## src/rtl/ipf_pkg.sv

```systemverilog
// Shared definitions for the IPF LCU fetch block: FSM states, parameter-word
// field positions and LCU size decode helpers.
package ipf_pkg;

    localparam int unsigned IMG_W = 128;
    localparam int unsigned PRM_W = 24;

    localparam int unsigned PRM_TYPE_LSB = 22;
    localparam int unsigned PRM_BAND_LSB = 17;
    localparam int unsigned PRM_WO_BIT   = 16;
    localparam int unsigned PRM_OFS_LSB  = 0;

    typedef enum logic [2:0] {
        ST_IDLE,
        ST_PARAM,
        ST_PLOAD,
        ST_STREAM,
        ST_WAIT_HI,
        ST_WAIT_LO,
        ST_DONE
    } state_t;

    // Selector 3 is an alias of 64x64.
    function automatic logic [1:0] norm_size(input logic [1:0] sel);
        return (sel == 2'd3) ? 2'd2 : sel;
    endfunction

    function automatic logic [2:0] lcu_log2(input logic [1:0] size);
        return 3'd4 + {1'b0, size};
    endfunction

    function automatic logic [6:0] lcu_side(input logic [1:0] size);
        return 7'd16 << size;
    endfunction

    function automatic logic [3:0] lcu_count(input logic [1:0] size);
        return 4'd8 >> size;
    endfunction

endpackage

```

## src/rtl/ipf_lcu_fetch.sv

```systemverilog
// Walks the 128x128 image LCU by LCU, fetches per-LCU parameters and streams
// pixels to the IPF stage, releasing rows 3..S-1 one at a time on busy.
module ipf_lcu_fetch
    import ipf_pkg::*;
(
    input  logic             clk,
    input  logic             reset,
    input  logic             start,
    input  logic [1:0]       cfg_lcu_size,
    output logic             img_rd,
    output logic [13:0]      img_addr,
    input  logic [7:0]       img_data,
    output logic             prm_rd,
    output logic [5:0]       prm_addr,
    input  logic [PRM_W-1:0] prm_data,
    input  logic             busy,
    output logic             in_en,
    output logic [7:0]       din,
    output logic [1:0]       ipf_type,
    output logic [4:0]       ipf_band_pos,
    output logic             ipf_wo_class,
    output logic [15:0]      ipf_offset,
    output logic [2:0]       lcu_x,
    output logic [2:0]       lcu_y,
    output logic [1:0]       lcu_size,
    output logic             done
);

    state_t      state, state_nx;
    logic [1:0]  size_q, size_nx;
    logic [2:0]  cur_x, cur_y, x_nx, y_nx;
    logic [6:0]  row_q, row_nx;
    logic [5:0]  col_q, col_nx;
    logic        ld_prm;

    logic [6:0]  side;
    logic [2:0]  lg;
    logic [2:0]  last_idx;
    logic [6:0]  row_pix, col_pix;
    logic [5:0]  lcu_idx;

    assign side     = lcu_side(size_q);
    assign lg       = lcu_log2(size_q);
    assign last_idx = 3'(lcu_count(size_q) - 4'd1);

    always_comb begin
        state_nx = state;
        size_nx  = size_q;
        x_nx     = cur_x;
        y_nx     = cur_y;
        row_nx   = row_q;
        col_nx   = col_q;
        prm_rd   = 1'b0;
        img_rd   = 1'b0;
        ld_prm   = 1'b0;
        case (state)
            ST_IDLE, ST_DONE: begin
                if (start) begin
                    size_nx  = norm_size(cfg_lcu_size);
                    x_nx     = '0;
                    y_nx     = '0;
                    state_nx = ST_PARAM;
                end
            end
            ST_PARAM: begin
                prm_rd   = 1'b1;
                state_nx = ST_PLOAD;
            end
            ST_PLOAD: begin
                ld_prm   = 1'b1;
                row_nx   = '0;
                col_nx   = '0;
                state_nx = ST_STREAM;
            end
            ST_STREAM: begin
                img_rd = 1'b1;
                if ({1'b0, col_q} == side - 7'd1) begin
                    col_nx = '0;
                    row_nx = row_q + 7'd1;
                    if (row_q >= 7'd2) begin
                        state_nx = ST_WAIT_HI;
                    end
                end else begin
                    col_nx = col_q + 6'd1;
                end
            end
            ST_WAIT_HI: begin
                if (busy) begin
                    state_nx = ST_WAIT_LO;
                end
            end
            ST_WAIT_LO: begin
                if (!busy) begin
                    // row_q already points past the row just streamed
                    if (row_q < side) begin
                        state_nx = ST_STREAM;
                    end else if (cur_x != last_idx || cur_y != last_idx) begin
                        if (cur_x == last_idx) begin
                            x_nx = '0;
                            y_nx = cur_y + 3'd1;
                        end else begin
                            x_nx = cur_x + 3'd1;
                        end
                        state_nx = ST_PARAM;
                    end else begin
                        state_nx = ST_DONE;
                    end
                end
            end
            default: state_nx = ST_IDLE;
        endcase
    end

    always_comb begin
        row_pix  = ({4'b0000, cur_y} << lg) + row_q;
        col_pix  = ({4'b0000, cur_x} << lg) + {1'b0, col_q};
        lcu_idx  = ({3'b000, cur_y} << (2'd3 - size_q)) + {3'b000, cur_x};
        img_addr = img_rd ? 14'(row_pix * IMG_W + col_pix) : '0;
        prm_addr = prm_rd ? lcu_idx : '0;
    end

    // Memory data already lags img_rd by one cycle, matching the registered in_en.
    assign din  = in_en ? img_data : '0;
    assign done = (state == ST_DONE);

    always_ff @(posedge clk or posedge reset) begin
        if (reset) begin
            state        <= ST_IDLE;
            size_q       <= '0;
            cur_x        <= '0;
            cur_y        <= '0;
            row_q        <= '0;
            col_q        <= '0;
            in_en        <= 1'b0;
            ipf_type     <= '0;
            ipf_band_pos <= '0;
            ipf_wo_class <= 1'b0;
            ipf_offset   <= '0;
            lcu_x        <= '0;
            lcu_y        <= '0;
            lcu_size     <= '0;
        end else begin
            state  <= state_nx;
            size_q <= size_nx;
            cur_x  <= x_nx;
            cur_y  <= y_nx;
            row_q  <= row_nx;
            col_q  <= col_nx;
            in_en  <= img_rd;
            if (ld_prm) begin
                ipf_type     <= prm_data[PRM_TYPE_LSB +: 2];
                ipf_band_pos <= prm_data[PRM_BAND_LSB +: 5];
                ipf_wo_class <= prm_data[PRM_WO_BIT];
                ipf_offset   <= prm_data[PRM_OFS_LSB +: 16];
                lcu_x        <= cur_x;
                lcu_y        <= cur_y;
                lcu_size     <= size_q;
            end
        end
    end

endmodule

```

## config.mk

```make
export PLATFORM = sky130hd
export DESIGN_NAME = ipf_lcu_fetch
export DESIGN_NICKNAME = d
export VERILOG_FILES = /design/src/rtl/ipf_pkg.sv /design/src/rtl/ipf_lcu_fetch.sv
export SDC_FILE = /design/constraint.sdc
export NUM_CORES = 1
export LEC_CHECK = 0
export CAP_MARGIN = 20
export CORE_MARGIN = 1.5
export CORE_UTILIZATION = 52
export DETAILED_ROUTE_END_ITERATION = 16
export GPL_TIMING_DRIVEN = 0
export PLACE_DENSITY = 0.88
export SLEW_MARGIN = 5
export SYNTH_ARGS = -nofsm -noshare
export SYNTH_HDL_FRONTEND = slang
export SYNTH_SLANG_ARGS = --single-unit
```

## constraint.sdc

```tcl
create_clock -name clk -period 4.87 [get_ports clk]
set_input_delay 1.461 -clock clk [delete_from_list [all_inputs] [get_ports clk]]
set_output_delay 1.461 -clock clk [all_outputs]
set_load 0.1 [all_outputs]
```

# After elaboration in Yosys (flattened, before gate mapping)
# Index checks and enable logic that the tools add are counted.
dict set report totals {
  wordCells 92
  output_inout_bits 64
  ff_bits 57
}
dict set report classes {
  n_mux 30
  reduce_logical 10
  n_shift 5
  order_cmp 2
  eq_ne 19
  add_sub_neg 12
}
# cell count
set op_table {}
lappend op_table {{$mux 3} 16}
lappend op_table {{$pmux 3 s6} 1}
lappend op_table {{$ne 2x2->1 const B} 8}
lappend op_table {{$add 14x7->14} 1}
lappend op_table {{$mux 14} 1}
lappend op_table {{$pmux 7 s2} 1}
lappend op_table {{$shl 3x3->7} 2}
lappend op_table {{$mux 6} 2}
lappend op_table {{$pmux 3 s2} 2}
lappend op_table {{$pmux 6 s2} 1}
lappend op_table {{$reduce_and 5->1} 2}
lappend op_table {{$eq 3x3->1 const B} 3}
lappend op_table {{$mux 8} 1}
lappend op_table {{$add 7x1->7 const B} 1}
lappend op_table {{$add 7x6->7} 1}
lappend op_table {{$add 7x7->7} 1}
lappend op_table {{$eq 6x7->1} 1}
lappend op_table {{$ge 7x2->1 const B} 1}
lappend op_table {{$lt 7x7->1} 1}
lappend op_table {{$mux 7} 1}
lappend op_table {{$shl 5x2->7 const A} 1}
lappend op_table {{$sub 7x1->7 const B} 1}
lappend op_table {{$add 3x1->3 const B} 2}
lappend op_table {{$add 6x1->6 const B} 1}
lappend op_table {{other kinds (19)} 25}

# Depth between registers and ports, before layout
# Gate-level depths: netlist of run 1.
dict set report logic_depth {
  word_depth 8
  depth_mapped 12
  ltp_nobuf 10
}

# Least setup slack after synthesis of run 1
# Ideal clock, no wire load.
dict set report synth_timing {
  path_type {reg-to-output}
  start {reg size_q[0]}
  end {out prm_addr[5]}
  required_ns 3.409
  arrival_ns 3.240
  setup_slack_ns 0.169
  stages_incl_launch_ff 12
  path_cell_list {dfrtp_1 > buf_6 > clkbuf_1 > and2_0 > o21ai_0 > inv_1 > ha_1 > a21o_1 > a21oi_1 > nor2_1 > xor2_1 > nor2_1}
}
dict set report synth_between {
  elab_chain_len 4
}
# element line
set synth_rtl {}
lappend synth_rtl {{from (decl)} ipf_lcu_fetch.sv:30} ;# logic [1:0] size_q, size_nx;
lappend synth_rtl {{from (signal assigned)} ipf_lcu_fetch.sv:144} ;# size_q <= size_nx;
lappend synth_rtl {{$sub 2x2->2} ipf_lcu_fetch.sv:117} ;# lcu_idx = ({3'b000, cur_y} << (2'd3 - size_q)) + {3'b000, cur_x};
lappend synth_rtl {{$shl 3x2->6} ipf_lcu_fetch.sv:117}
lappend synth_rtl {{$add 6x3->6} ipf_lcu_fetch.sv:117}
lappend synth_rtl {{$mux 6} ipf_lcu_fetch.sv:119} ;# prm_addr = prm_rd ? lcu_idx : '0;
lappend synth_rtl {{to (decl)} ipf_lcu_fetch.sv:14} ;# output logic [5:0] prm_addr,
# Every way passes these cells.

# Final worst setup path of run 1
dict set report layout_timing {
  start {reg size_q[1]}
  end {out prm_addr[2]}
}
# The elaborated chain is that of the path after synthesis.

==> results of run 1 <==
-- layer usage --
metal | track usage [%] | vias to the layer above
met3 | 6.13 | 16
li1 | - | 1517
met5 | 0 | -
met4 | 8.50 | 0
met2 | 41.5 | 154
met1 | 33.5 | 1561
-- cell usage after synthesis (all sizes together) (2+ instances only) --
cell     count
mux2        33
a31oi        4
a21oi       11
o2bb2ai      3
or2          4
a22o         3
a211oi       2
nand4        4
o21ai       22
nor4         2
inv         18
or4          2
nor3         7
and2        16
xnor2        2
nand2       19
clkbuf      19
fa           3
mux2i        8
ha          14
or3b         3
xor2         4
o31ai        4
nor2        23
buf          3
nand3b       7
nand2b       8
or3          5
nand3        9
dfrtp       57
nor2b        6
and3        14
o22ai        3
-- stage by stage --
step / setup WS [ns] / instance area, um^2
floorplan: 0.169 / 3530
detailed placement: -0.150 / 4660
finish: 0.175 / 4870
CTS: 0.0132 / 4900
global route: 0.0241 / 4870
global placement: -0.0403 / 4640
-- repair_timing --
item / 4_1_cts / 5_1_grt
cloned: 0 / 0
resized for setup: 14 / 14
pin swaps: 0 / 0
endpoints found under the setup margin: 8 / 7
-- flip-flops by register name (all words and copies together), names as in the netlist, 5 cells and up --
signal and cells:
col_q 6, ipf_band_pos 5, ipf_offset 16, row_q 7
-- power by group through the flow --
| stage | Clock, mW | Combinational, mW | Sequential (mW) |
|---|---|---|---|
| floorplan | 0 | 0.886 | 1.60 |
| global route | 0.551 | 2.39 | 0.746 |
| global placement | 0 | 2.25 | 0.718 |
| detailed placement | 0 | 2.28 | 0.729 |
| finish | 0.526 | 2.29 | 0.722 |
| CTS | 0.534 | 2.29 | 0.724 |
-- layout make-up --
class	count	area, um^2	share of cell area [%]
plain buffers	22	92.6	1.90
clock buffers	12	165	3.39
clock inverters	4	73.8	1.51
inverters	18	67.6	1.39
multi-input cells	264	1950	39.9
flip-flops and latches	57	1430	29.3
well taps	77	96.3	1.98
repair buffers	102	1010	20.6
-- how the worst max path moves through the flow --
stage | startpoint | end | depth (start not counted)
finish | size_q[1]$_DFFE_PP0P_ | prm_addr[2] | 7
global route | size_q[1]$_DFFE_PP0P_ | img_addr[13] | 10
CTS | size_q[0]$_DFFE_PP0P_ | prm_addr[1] | 7
detailed placement | size_q[0]$_DFFE_PP0P_ | prm_addr[5] | 12
global placement | size_q[0]$_DFFE_PP0P_ | prm_addr[5] | 12
floorplan | size_q[0]$_DFFE_PP0P_ | prm_addr[5] | 11
-- kinds of logic (layout without fill, tap and decap cells) --
group                    Yosys count  count (layout)  synth area share (%)
AND/OR/NAND/NOR                  131             131                  20.4
AO/OA/AOI/OAI                     69              69                  13.7
flip-flops                        57              57                  40.4
multiplexers                      41              41                  12.8
buffers and inverters             40             158                  4.53
adder cells (fa/ha/maj)           17              17                  6.66
XOR/XNOR                           6               6                  1.49
==> results.md, run 1 <==
- In the final routed layout, each cell accounts on average for 16.0 um.
- The maximum buffer depth of the clock tree is 2.
- The sum of buffers and inverters on the critical path is 3.
- The endpoint kind of the worst setup timing path is an output pin.
- The top routing layer in use is met4.
- Setup violations remaining at the end of the flow were counted as 0.
- Counting cells, the worst reg-to-reg path comes to 10.
- The beginning of the worst register-to-register path is size_q[1]$_DFFE_PP0P_.
- The achievable frequency is 213 MHz.
- After synthesis, the cell types taking the most area are sky130_fd_sc_hd__dfrtp_1, sky130_fd_sc_hd__mux2_2, sky130_fd_sc_hd__ha_1.
- The H-tree was split into 3 levels.
- The mapped netlist covers 0.00353 mm^2.
- The cell family contributing the most delay on the critical path is buffers and inverters.
- The count of yosys warnings during synthesis is 0.
- Counting instances, the worst hold path has a depth of 1.
- The met2 wire length is 4.26 mm.
- The number of enable-type register cells in the synthesized netlist is 0.
- The aggregate routed wire length is 8.88 mm.
- The signal on the critical path passes through buf_2 -> clkbuf_1 -> o21ai_0 -> fa_1 -> xor2_1 -> nor2_1 -> dlygate4sd2_1.
- The detailed placement HPWL is 6.53 mm.
- The number of filler cells placed in the layout is 457.
- The worst setup path is of the reg2out kind.
- Clock tree synthesis inserted a total of 9 buffers.
- The dominant synthesized flop cell is sky130_fd_sc_hd__dfrtp_1.
- For the final database, setup skew stands at 0.00467 ns.
- The endpoint identified for the worst register-to-register timing path is state[2]$_DFFE_PP0P_.
- The number of nets in the synthesized netlist is 416.
- The hold violation count in the final report is 0.
- The worst min-delay path class is reg2reg.
- The internal power of the cells totals 1.58 mW.
- In this run the biggest area consumer among cell types represents 40.4% of the synthesized area.
- The initial antenna violation count is 0.
- The vertical die dimension is 85.4 um.
- The first TritonRoute pass finished after 12 iterations.
- Of the available clock period, the critical path in the final layout requires 96.4%.
- The clock sink count is 57.
- The post-synthesis cell type count is 60.
- The proportion of power drawn by combinational gates is 64.7%.
- The global placement routability congestion is 0.896.
- The cell type with the largest total area after synthesis is sky130_fd_sc_hd__dfrtp_1.
- The worst-path maximum fanout is 10.
- The net count of the finished layout is 529.
- The largest net degree at the start of global routing is 37.
- The cts-stage hold buffer count is 0.
- After synthesis, the share of flip-flops with an asynchronous set or reset is 100%.
- The final reports fail on DRC.
- The total power is 3.54 mW.
- The share of the Yosys chip area taken by registers is 40.4%.
- The via count of the first global-routing pass is 3088.
- The global routing usage summed across all routing layers is 25.5%.
- From synthesis to final layout, the design area changed by 38.0%.
- The detailed router finished its first iteration with 223 violations.
- The insertion delay to the later sink of the worst-skew pair is 0.34 ns.
- Setup repair after global routing left no endpoint under its margin.
- Among all stages on the critical path, the largest delay is contributed by sky130_fd_sc_hd__dlygate4sd2_1.
- In this run the post-CTS setup repair buffer count came out at 0.
- The power density over cell area is 726 mW/mm^2.
- The library cell used most frequently in the layout, excluding fill and tap cells, is sky130_fd_sc_hd__clkdlybuf4s50_1.
- The share of total power in the clock network is 14.9%.
- The flow ran to the end, but the final reports show violations.
- The total die area is 0.00730 mm^2.
- For this run, design rule violations remaining after detail routing come to 7.
- The area inside the core boundary is 0.00646 mm^2.
- The via count is 3248.
- For hold timing, the worst endpoint is lcu_x[1]$_DFFE_PP0P_.
- The average instance area after synthesis is 9.78 um^2.
- For this run the aggregate overflow at the end of global routing stands at 0.
- The top cell types in the final layout, fill and taps aside, are sky130_fd_sc_hd__clkdlybuf4s50_1, sky130_fd_sc_hd__dfrtp_1, sky130_fd_sc_hd__mux2_2, sky130_fd_sc_hd__nor2_1, sky130_fd_sc_hd__o21ai_0.
- The first global-routing pass estimated 14.7 mm of wire.
- The amount of wire on met3 after detailed routing is 759 um.
- The fraction of power consumed by sequential logic is 20.4%.
- The worst pin sits at a relative slew slack of 32.6%.
- For flop-to-flop paths, the worst setup slack is 1.98 ns.
- The number of maximum-capacitance violations is 0.
- The quantity of I/O buffers inserted on ports is 101.
- The proportion of layout cells with a drive suffix above 1 is 14.6%.
- The smallest clock period supported by the final layout is computed as 4.70 ns.
- The number of placed I/O pins is 102.
- The smallest hold slack is 0.507 ns.
- STA classifies the critical path startpoint as a register.
- The post-route core utilization is 75.5%.
- The switching power is 1.96 mW.
- The largest vdd supply drop is 0.790 mV.
- The launch point of the worst hold path is lcu_x[1]$_DFFE_PP0P_.
- At the worst endpoint, the arrival time is 3.23 ns.
- After clock tree synthesis, the clock-pin slew on the worst setup and hold paths is 0.07 ns.
- The required time of the critical path is 3.41 ns.
- Row generation in the floorplan step produced 29 rows.
- In this run the remaining antenna-violating nets after routing total 0.
- The count of cells in the finished layout, fillers not included, comes to 556.
- The tree is rooted in a sky130_fd_sc_hd__clkbuf_8.
- Once the floorplan was initialized, standard cells occupied 54.7% of the core.
- Using the TritonRoute via totals, the vias-per-cell ratio works out to 5.84.
- The total leakage power is 2.14 nW.
- The net switching share of the total power is 55.5%.
- The die is 85.4 um wide.
- For the final routed database, the setup TNS stands at 0 ns.
- The total count of max-transition violations in the final report is 0.
- TritonCTS built the clock tree.
- On the worst path, the slowest cell contributes a delay of 0.86 ns.
- Once placement completed, the tool counted placed cells totaling 540.
- At the pin with the least slew margin, the transition time is 1.01 ns.
- 0 antenna diodes ended up in the layout.
- Synthesis handed over a netlist of 361 instances.
- In the final routing, the length of wire on met1 measures 3.75 mm.
- The post-synthesis register bit count is 57.
(Power assumes the default switching activity.)
==> run 2, diff against run 1 <==
Settings changed: CORE_UTILIZATION 52 to 44, PLACE_DENSITY 0.88 to not set, PLACE_DENSITY_LB_ADDON set to 0.3.
Clock period 4.87 ns to 3.79 ns, I/O delays scaled along.
==> run 2 against run 1 <==
Net effect:
- the run now ends clean
- core utilization shrank 11 points
- sequential power up 29%
- setup slack got worse by 0.075 ns
- hold slack lost 0.0020 ns
- routed wire length is 4.5% lower
- die area up 18%
- critical path type unchanged
==> results.md, run 2 (synthesized netlist as in run 1, its figures left out) <==
- The count of cells along the worst hold path is 1.
- The worst setup path is captured at an output pin.
- The largest net degree at the start of global routing is 39.
- The proportion of layout cells with a drive suffix above 1 is 20.1%.
- The arrival time reported for the critical path endpoint is 2.55 ns.
- The detailed router's first-iteration violation count is 140.
- For the worst flop-to-flop path, the logic depth is 10.
- The register with the most flip-flops in the layout has 16 of them.
- The area inside the core boundary is 0.00777 mm^2.
- In this design, the stage delay of the slowest critical-path cell is 0.48 ns.
- The total die area is 0.00857 mm^2.
- The via count of the first global-routing pass is 2973.
- The post-route cell area is 0.00498 mm^2.
- The repair_antennas step left the layout with diodes totalling 0.
- Detailed placement finished with a half-perimeter wire length of 6.41 mm.
- The DRC violations left is 0.
- Summing internal, switching and leakage power gives 4.53 mW.
- The path type of the worst setup path is reg2out.
- The worst path uses 97.4% of the clock period.
- Across every metal layer, demand over resource in global routing totals 20.4%.
- The vertical die dimension is 92.6 um.
- Power spread over the standard cell area amounts to 908 mW/mm^2.
- The row count is 32.
- For the worst-skew pair, the clock arrives at the later sink with an insertion delay of 0.33 ns.
- The vias per cell is 5.35.
- The quantity of I/O buffers inserted on ports is 101.
- The total leakage power is 2.19 nW.
- STA classifies the critical path startpoint as a register.
- Measured against its own limit, the worst slew margin works out to 33.8%.
- The initial standard-cell utilization of the core is 45.5%.
- The global-route wire length before repair is 13.8 mm.
- The launch point of the worst hold path is lcu_y[2]$_DFFE_PP0P_.
- Data on the critical path is required at its endpoint by 2.65 ns.
- The total global routing overflow is 0.
- The largest vdd supply drop is 0.760 mV.
- The number of buffers created by CTS is 9.
- The hold path endpoint is lcu_y[2]$_DFFE_PP0P_.
- Based on the critical path, the design can be clocked at up to 271 MHz.
- The library cell used most frequently in the layout, excluding fill and tap cells, is sky130_fd_sc_hd__clkdlybuf4s50_1.
- The sum of buffers and inverters on the critical path is 3.
- The critical path goes through clkbuf_4 -> buf_6 -> nor2_1 -> and2_1 -> ha_1 -> fa_1 -> and3_1 -> buf_2.
- The worst min-delay path class is reg2reg.
- The total setup violations reported at the end of the flow is 0.
- The via count is 3100.
- During I/O placement, the number of pins put on the boundary was 102.
- In the final timing run, aggregate negative setup slack is 0 ns.
- At the end of the flow, the number of nets in the layout was 528.
- Across the routed clock network, the largest skew measured is 0.00602 ns.
- The cts-stage hold buffer count is 0.
- The area added between synthesis and finish is 41.1%.
- From left edge to right edge, the die measures 92.6 um.
- The cell type of the slowest stage on the worst timing path is sky130_fd_sc_hd__fa_1.
- The register with the most flip-flops in the final layout is ipf_offset.
- Max-cap violations in this run came to 0.
- The terminus of the critical flop-to-flop path is state[2]$_DFFE_PP0P_.
- The clock transition time at the flip-flop clock pins of the worst setup and hold paths is 0.06 ns.
- The final antenna-violating net count is 0.
- The number of H-tree levels is 3.
- The run finished with clean final reports.
- At the end of routability-driven placement, the weighted congestion stood at 0.852.
- The hold violation count in the final report came to 0.
- Once placement finished, the instance area stood at 0.00472 mm^2.
- On the critical path the largest part of the delay comes from buffers and inverters.
- At the pin with the least slew margin, the transition time is 0.989 ns.
- The slack of the worst reg-to-reg path is 1.08 ns.
- The beginning of the worst register-to-register path is size_q[1]$_DFFE_PP0P_.
- In the final layout, the registers with the most flip-flops are ipf_offset: 16 flops, row_q: 7 flops, col_q: 6 flops.
- Setup repair after global routing could not meet its margin everywhere.
- The total iterations of the first detailed-routing run is 4.
- The clock sink count is 57.
- The total count of max-transition violations in the final report was 0.
- The aggregate routed wire length is 8.48 mm.
- In the final routed layout, each cell accounts on average for 14.6 um.
- The worst-path maximum fanout is 10.
- The tree is rooted in a sky130_fd_sc_hd__clkbuf_8.
- TritonCTS built the clock tree.
- The initial antenna violation count came to 0.
- In the layout the commonest cells are sky130_fd_sc_hd__clkdlybuf4s50_1, sky130_fd_sc_hd__dfrtp_1, sky130_fd_sc_hd__mux2_2, sky130_fd_sc_hd__nand2_1, sky130_fd_sc_hd__o21ai_0.
- The maximum buffer depth of the clock tree is 2.
- The routed design could run at a clock period as short as 3.69 ns.
[run 2: timing repair]
item,CTS,global route
pin swaps,0,4
resized for setup,108,15
endpoints found under the setup margin,30,16
setup buffers,0,1
[run 2: worst max path at each step]
stage / end / depth (start not counted) / from
6_report: img_addr[12] / 8 / size_q[1]$_DFFE_PP0P_
5_1_grt: prm_addr[5] / 10 / size_q[1]$_DFFE_PP0P_
4_1_cts: img_addr[1] / 6 / state[2]$_DFFE_PP0P_
3_5_place_dp: prm_addr[5] / 12 / size_q[0]$_DFFE_PP0P_
3_3_place_gp: prm_addr[5] / 12 / size_q[0]$_DFFE_PP0P_
2_1_floorplan: prm_addr[5] / 11 / size_q[0]$_DFFE_PP0P_
[run 2: area by class of cell]
| cell class | count | area (um^2) |
|---|---|---|
| Fill cell | 654 | 2780 |
| Multi-Input combinational cell | 264 | 1980 |
| Clock buffer | 13 | 169 |
| Inverter | 18 | 67.6 |
| Sequential cell | 57 | 1430 |
| Tap cell | 102 | 128 |
| Timing Repair Buffer | 103 | 1050 |
| Buffer | 20 | 104 |
| Clock inverter | 2 | 60.1 |
[run 2: through the flow]
step                cells  utilization (%)  hold slack (ns)  setup WS (ns)
finish                579             64.2            0.505         0.0994
global route          579             64.2            0.530        -0.0137
CTS                   579             63.9            0.509        0.00386
detailed placement    565             60.7            0.497         -0.818
global placement      564             60.5            0.489         -0.796
floorplan             361                -            0.477         -0.125
[run 2: worst register-to-register path, cell delays in order (launching register included)]
cell                        delay, ns
sky130_fd_sc_hd__dfrtp_1         0.40
sky130_fd_sc_hd__clkbuf_4        0.19
sky130_fd_sc_hd__buf_6           0.15
sky130_fd_sc_hd__nor2_1          0.19
sky130_fd_sc_hd__inv_1           0.07
sky130_fd_sc_hd__ha_1            0.27
sky130_fd_sc_hd__o21a_1          0.17
sky130_fd_sc_hd__o21ai_0         0.37
sky130_fd_sc_hd__o2bb2ai_1       0.30
sky130_fd_sc_hd__o21ai_0         0.19
sky130_fd_sc_hd__a32o_1          0.29
[run 2: layer usage]
layer / GRT usage (%) / vias to the layer above / routed length [um] / share of wire, %
met4: 8.08 / 0 / 149 / 1.8
met1: 26.0 / 1455 / 3630 / 43
met2: 32.3 / 116 / 3960 / 47
met3: 6.16 / 13 / 746 / 8.8
li1: - / 1516 / - / -
met5: 0 / - / 0 / 0
[run 2: where the power goes]
| part | switching, mW | leakage (nW) | internal [mW] |
|---|---|---|---|
| clock | 0.231 | 0.116 | 0.421 |
| sequential | 0.126 | 0.731 | 0.807 |
| combinational | 2.15 | 1.34 | 0.796 |
==> run 3, diff against run 2 <==
Settings changed: CORE_MARGIN 1.5 to 2, CORE_UTILIZATION 44 to 58, DONT_BUFFER_PORTS set to 1.
==> run 3 against run 2 <==
Net effect:
- the run now ends with setup timing left
- highest routed layer unchanged
- register-to-register slack worse by 0.02 ns
- hold slack better by 0.012 ns
- flip-flop and latch count stayed put
- largest cell class unchanged
==> results.md, run 3 (synthesized netlist as in run 1, its figures left out) <==
- The number of clock buffers added by TritonCTS is 9.
- The DRC violations left is 0.
- The flow ran to the end, but the final reports show violations.
- The clock tree synthesis step divided the H-tree into 3 levels.
- The library cell used most frequently in the layout, excluding fill and tap cells, is sky130_fd_sc_hd__dfrtp_1.
- After layout, the worst setup slack is -0.000535 ns.
- The vertical die dimension is 82.0 um.
- Using the TritonRoute via totals, the vias-per-cell ratio works out to 6.21.
- The worst path uses 100% of the clock period.
- The met2 wire length is 4.03 mm.
- The library cells used most frequently in the layout, excluding fill and tap cells, are sky130_fd_sc_hd__dfrtp_1, sky130_fd_sc_hd__mux2_2, sky130_fd_sc_hd__nand2_1, sky130_fd_sc_hd__o21ai_0.
- The final layout contains 440 nets.
- The initial standard-cell utilization of the core is 60.0%.
- Derived from the worst setup path, the maximum achievable clock frequency is 264 MHz.
- The cts-stage hold buffer count is 0.
- The worst min-delay path class is reg2reg.
- The largest registers in the layout are ipf_offset: 16 flops, row_q: 7 flops, col_q: 6 flops.
- The detailed router's first-iteration violation count is 177.
- The routed length per instance is 18.1 um.
- The hold violation count in the final report came to 0.
- The total count of max-transition violations in the final report came to 0.
- Setup repair after global routing could not meet its margin everywhere.
- The clock net in this run drives a total of 57 sinks.
- The floorplan has 28 rows.
- The post-route met1 wirelength is 3.42 mm.
- The via count of the first global-routing pass was 2733.
- The maximum buffer depth of the clock tree is 2.
- Data arrives at the worst endpoint at 2.65 ns.
- ipf_offset holds more flip-flops than any other register.
- The detailed router placed 2882 vias in this run.
- The post-route cell area is 0.00413 mm^2.
- The total setup violations reported at the end of the flow is 1.
- The final reports fail on setup timing.
- By startpoint and endpoint, the worst setup path is classified as reg2out.
- The required time of the critical path is 2.65 ns.
- The endpoint kind of the worst setup timing path is an output pin.
- Summed over all layers, the routed wires come to 8.40 mm.
- Clock latency on the worst-skew pair, taken at its later pin, is 0.34 ns.
- The tree is rooted in a sky130_fd_sc_hd__clkbuf_8.
- In this run the worst path has a maximum fanout of 6.
- The congestion estimate from routability-driven global placement came to 0.895.
- At the pin with the least slew margin, the transition time is 1.12 ns.
- The cell area reported after detailed placement is 0.00368 mm^2.
- Across the run, the number of max-cap violations was 0.
- For this run the aggregate overflow at the end of global routing stands at 0.
- Pin placement for this block handled 102 I/O pins.
- The quantity of I/O buffers inserted on ports is 0.
- The number of filler cells placed in the layout is 447.
- The highest layer touched by signal routing is met4.
- The number of flip-flops under the largest register name is 16.
- The post-route netlist has 29.3% of its cells at a drive strength greater than 1.
- The detailed placement HPWL is 5.82 mm.
- The minimum clock period after layout is 3.79 ns.
- The global-route wire length before repair is 12.7 mm.
- The normalized max-slew margin is 25.0%.
- The horizontal die dimension is 82.0 um.
- Adding up every negative setup slack in the final design gives -0.000535 ns.
- Relative to the synthesized area, the layout overhead comes to 17.0%.
- The pre-antenna-repair detailed-routing pass consisted of 4 iterations.
- In this run, placement finished with an instance count of 438.
- The largest net degree at the start of global routing is 31.
- The count of non-filler cells in the finished layout is 464.
- The floorplan step defined a core boundary enclosing 0.00589 mm^2.
- The initial antenna violation count is 0.
- After clock tree synthesis, the clock-pin slew on the worst setup and hold paths is 0.07 ns.
- The total die area is 0.00673 mm^2.
- The count of nets left with antenna violations once routing finished came out at 0.
- The post-route core utilization is 70.2%.
- 0 antenna diodes ended up in the layout.
- Between clock sinks in the finished design, the worst skew comes to 0.0101 ns.
- The TritonCTS clock tree is built.
- The worst setup path is launched from a register.
- Across every metal layer, demand over resource in global routing totals 25.0%.
- The amount of wire on met3 after detailed routing is 829 um.
-- run 3: cell types whose count changed in the layout (fill, tap and decap cells not counted), sizes merged --
cell	delta
clkdlybuf4s15	-11
clkinvlp	+1
clkbuf	-3
inv	-1
dlygate4sd2	-8
buf	+6
clkdlybuf4s50	-71
clkdlybuf4s18	-2
clkinv	+1
-- run 3: timing repair --
item,4_1_cts,5_1_grt
endpoints found under the setup margin,12,15
setup buffers,5,10
pin swaps,10,11
resized for setup,29,19
-- run 3: stage by stage --
stage	setup WS (ns)	hold WS (ns)
2_1_floorplan	-0.125	0.477
3_3_place_gp	-0.350	0.501
3_5_place_dp	-0.396	0.515
4_1_cts	-0.0367	0.523
5_1_grt	-0.129	0.548
6_report	-0.000535	0.518
-- run 3: critical path: stages (launching register included) --
cell	delay, ns
sky130_fd_sc_hd__dfrtp_1	0.42
sky130_fd_sc_hd__clkbuf_16	0.18
sky130_fd_sc_hd__and2_4	0.14
sky130_fd_sc_hd__o21ai_4	0.13
sky130_fd_sc_hd__inv_1	0.06
sky130_fd_sc_hd__ha_1	0.30
sky130_fd_sc_hd__a21o_1	0.19
sky130_fd_sc_hd__a21oi_2	0.16
sky130_fd_sc_hd__buf_4	0.14
sky130_fd_sc_hd__xor2_2	0.07
sky130_fd_sc_hd__nor2_4	0.52
-- run 3: layout make-up --
type                    instances  area [um^2]  area share (%)
plain buffers                  18          110            2.66
clock buffers                  12          145            3.51
clock inverters                 3         65.1            1.57
inverters                      18         71.3            1.73
multi-input cells             264         2080            50.4
flip-flops and latches         57         1430            34.6
well taps                      75         93.8            2.27
repair buffers                 17          136            3.30
-- run 3: per-layer routing --
metal / track usage [%] / vias to the layer above
met5: 0 / -
met4: 9.17 / 0
met3: 10.0 / 17
met2: 38.6 / 151
met1: 31.7 / 1380
li1: - / 1334
-- run 3: final timing paths --
| check | startpoint | end | slack [ns] | cells past startpoint |
|---|---|---|---|---|
| worst max-delay path | size_q[0]$_DFFE_PP0P_ | prm_addr[3] | -0.0005 | 10 |
| worst min-delay path | col_q[0]$_DFFE_PP0P_ | col_q[0]$_DFFE_PP0P_ | 0.52 | 1 |
| worst max register to register | state[2]$_DFFE_PP0P_ | state[2]$_DFFE_PP0P_ | 1.06 | 8 |
| worst min register to register | col_q[0]$_DFFE_PP0P_ | col_q[0]$_DFFE_PP0P_ | 0.52 | 1 |
| max in group asynchronous | reset | row_q[0]$_DFFE_PP0P_ | 2.43 | 2 |
| min in group asynchronous | reset | lcu_x[2]$_DFFE_PP0P_ | 0.78 | 1 |
Power of run 3 is left out: the tool's default activity adds up to more than one toggle a clock period on the data nets, which glitch-free logic cannot reach.
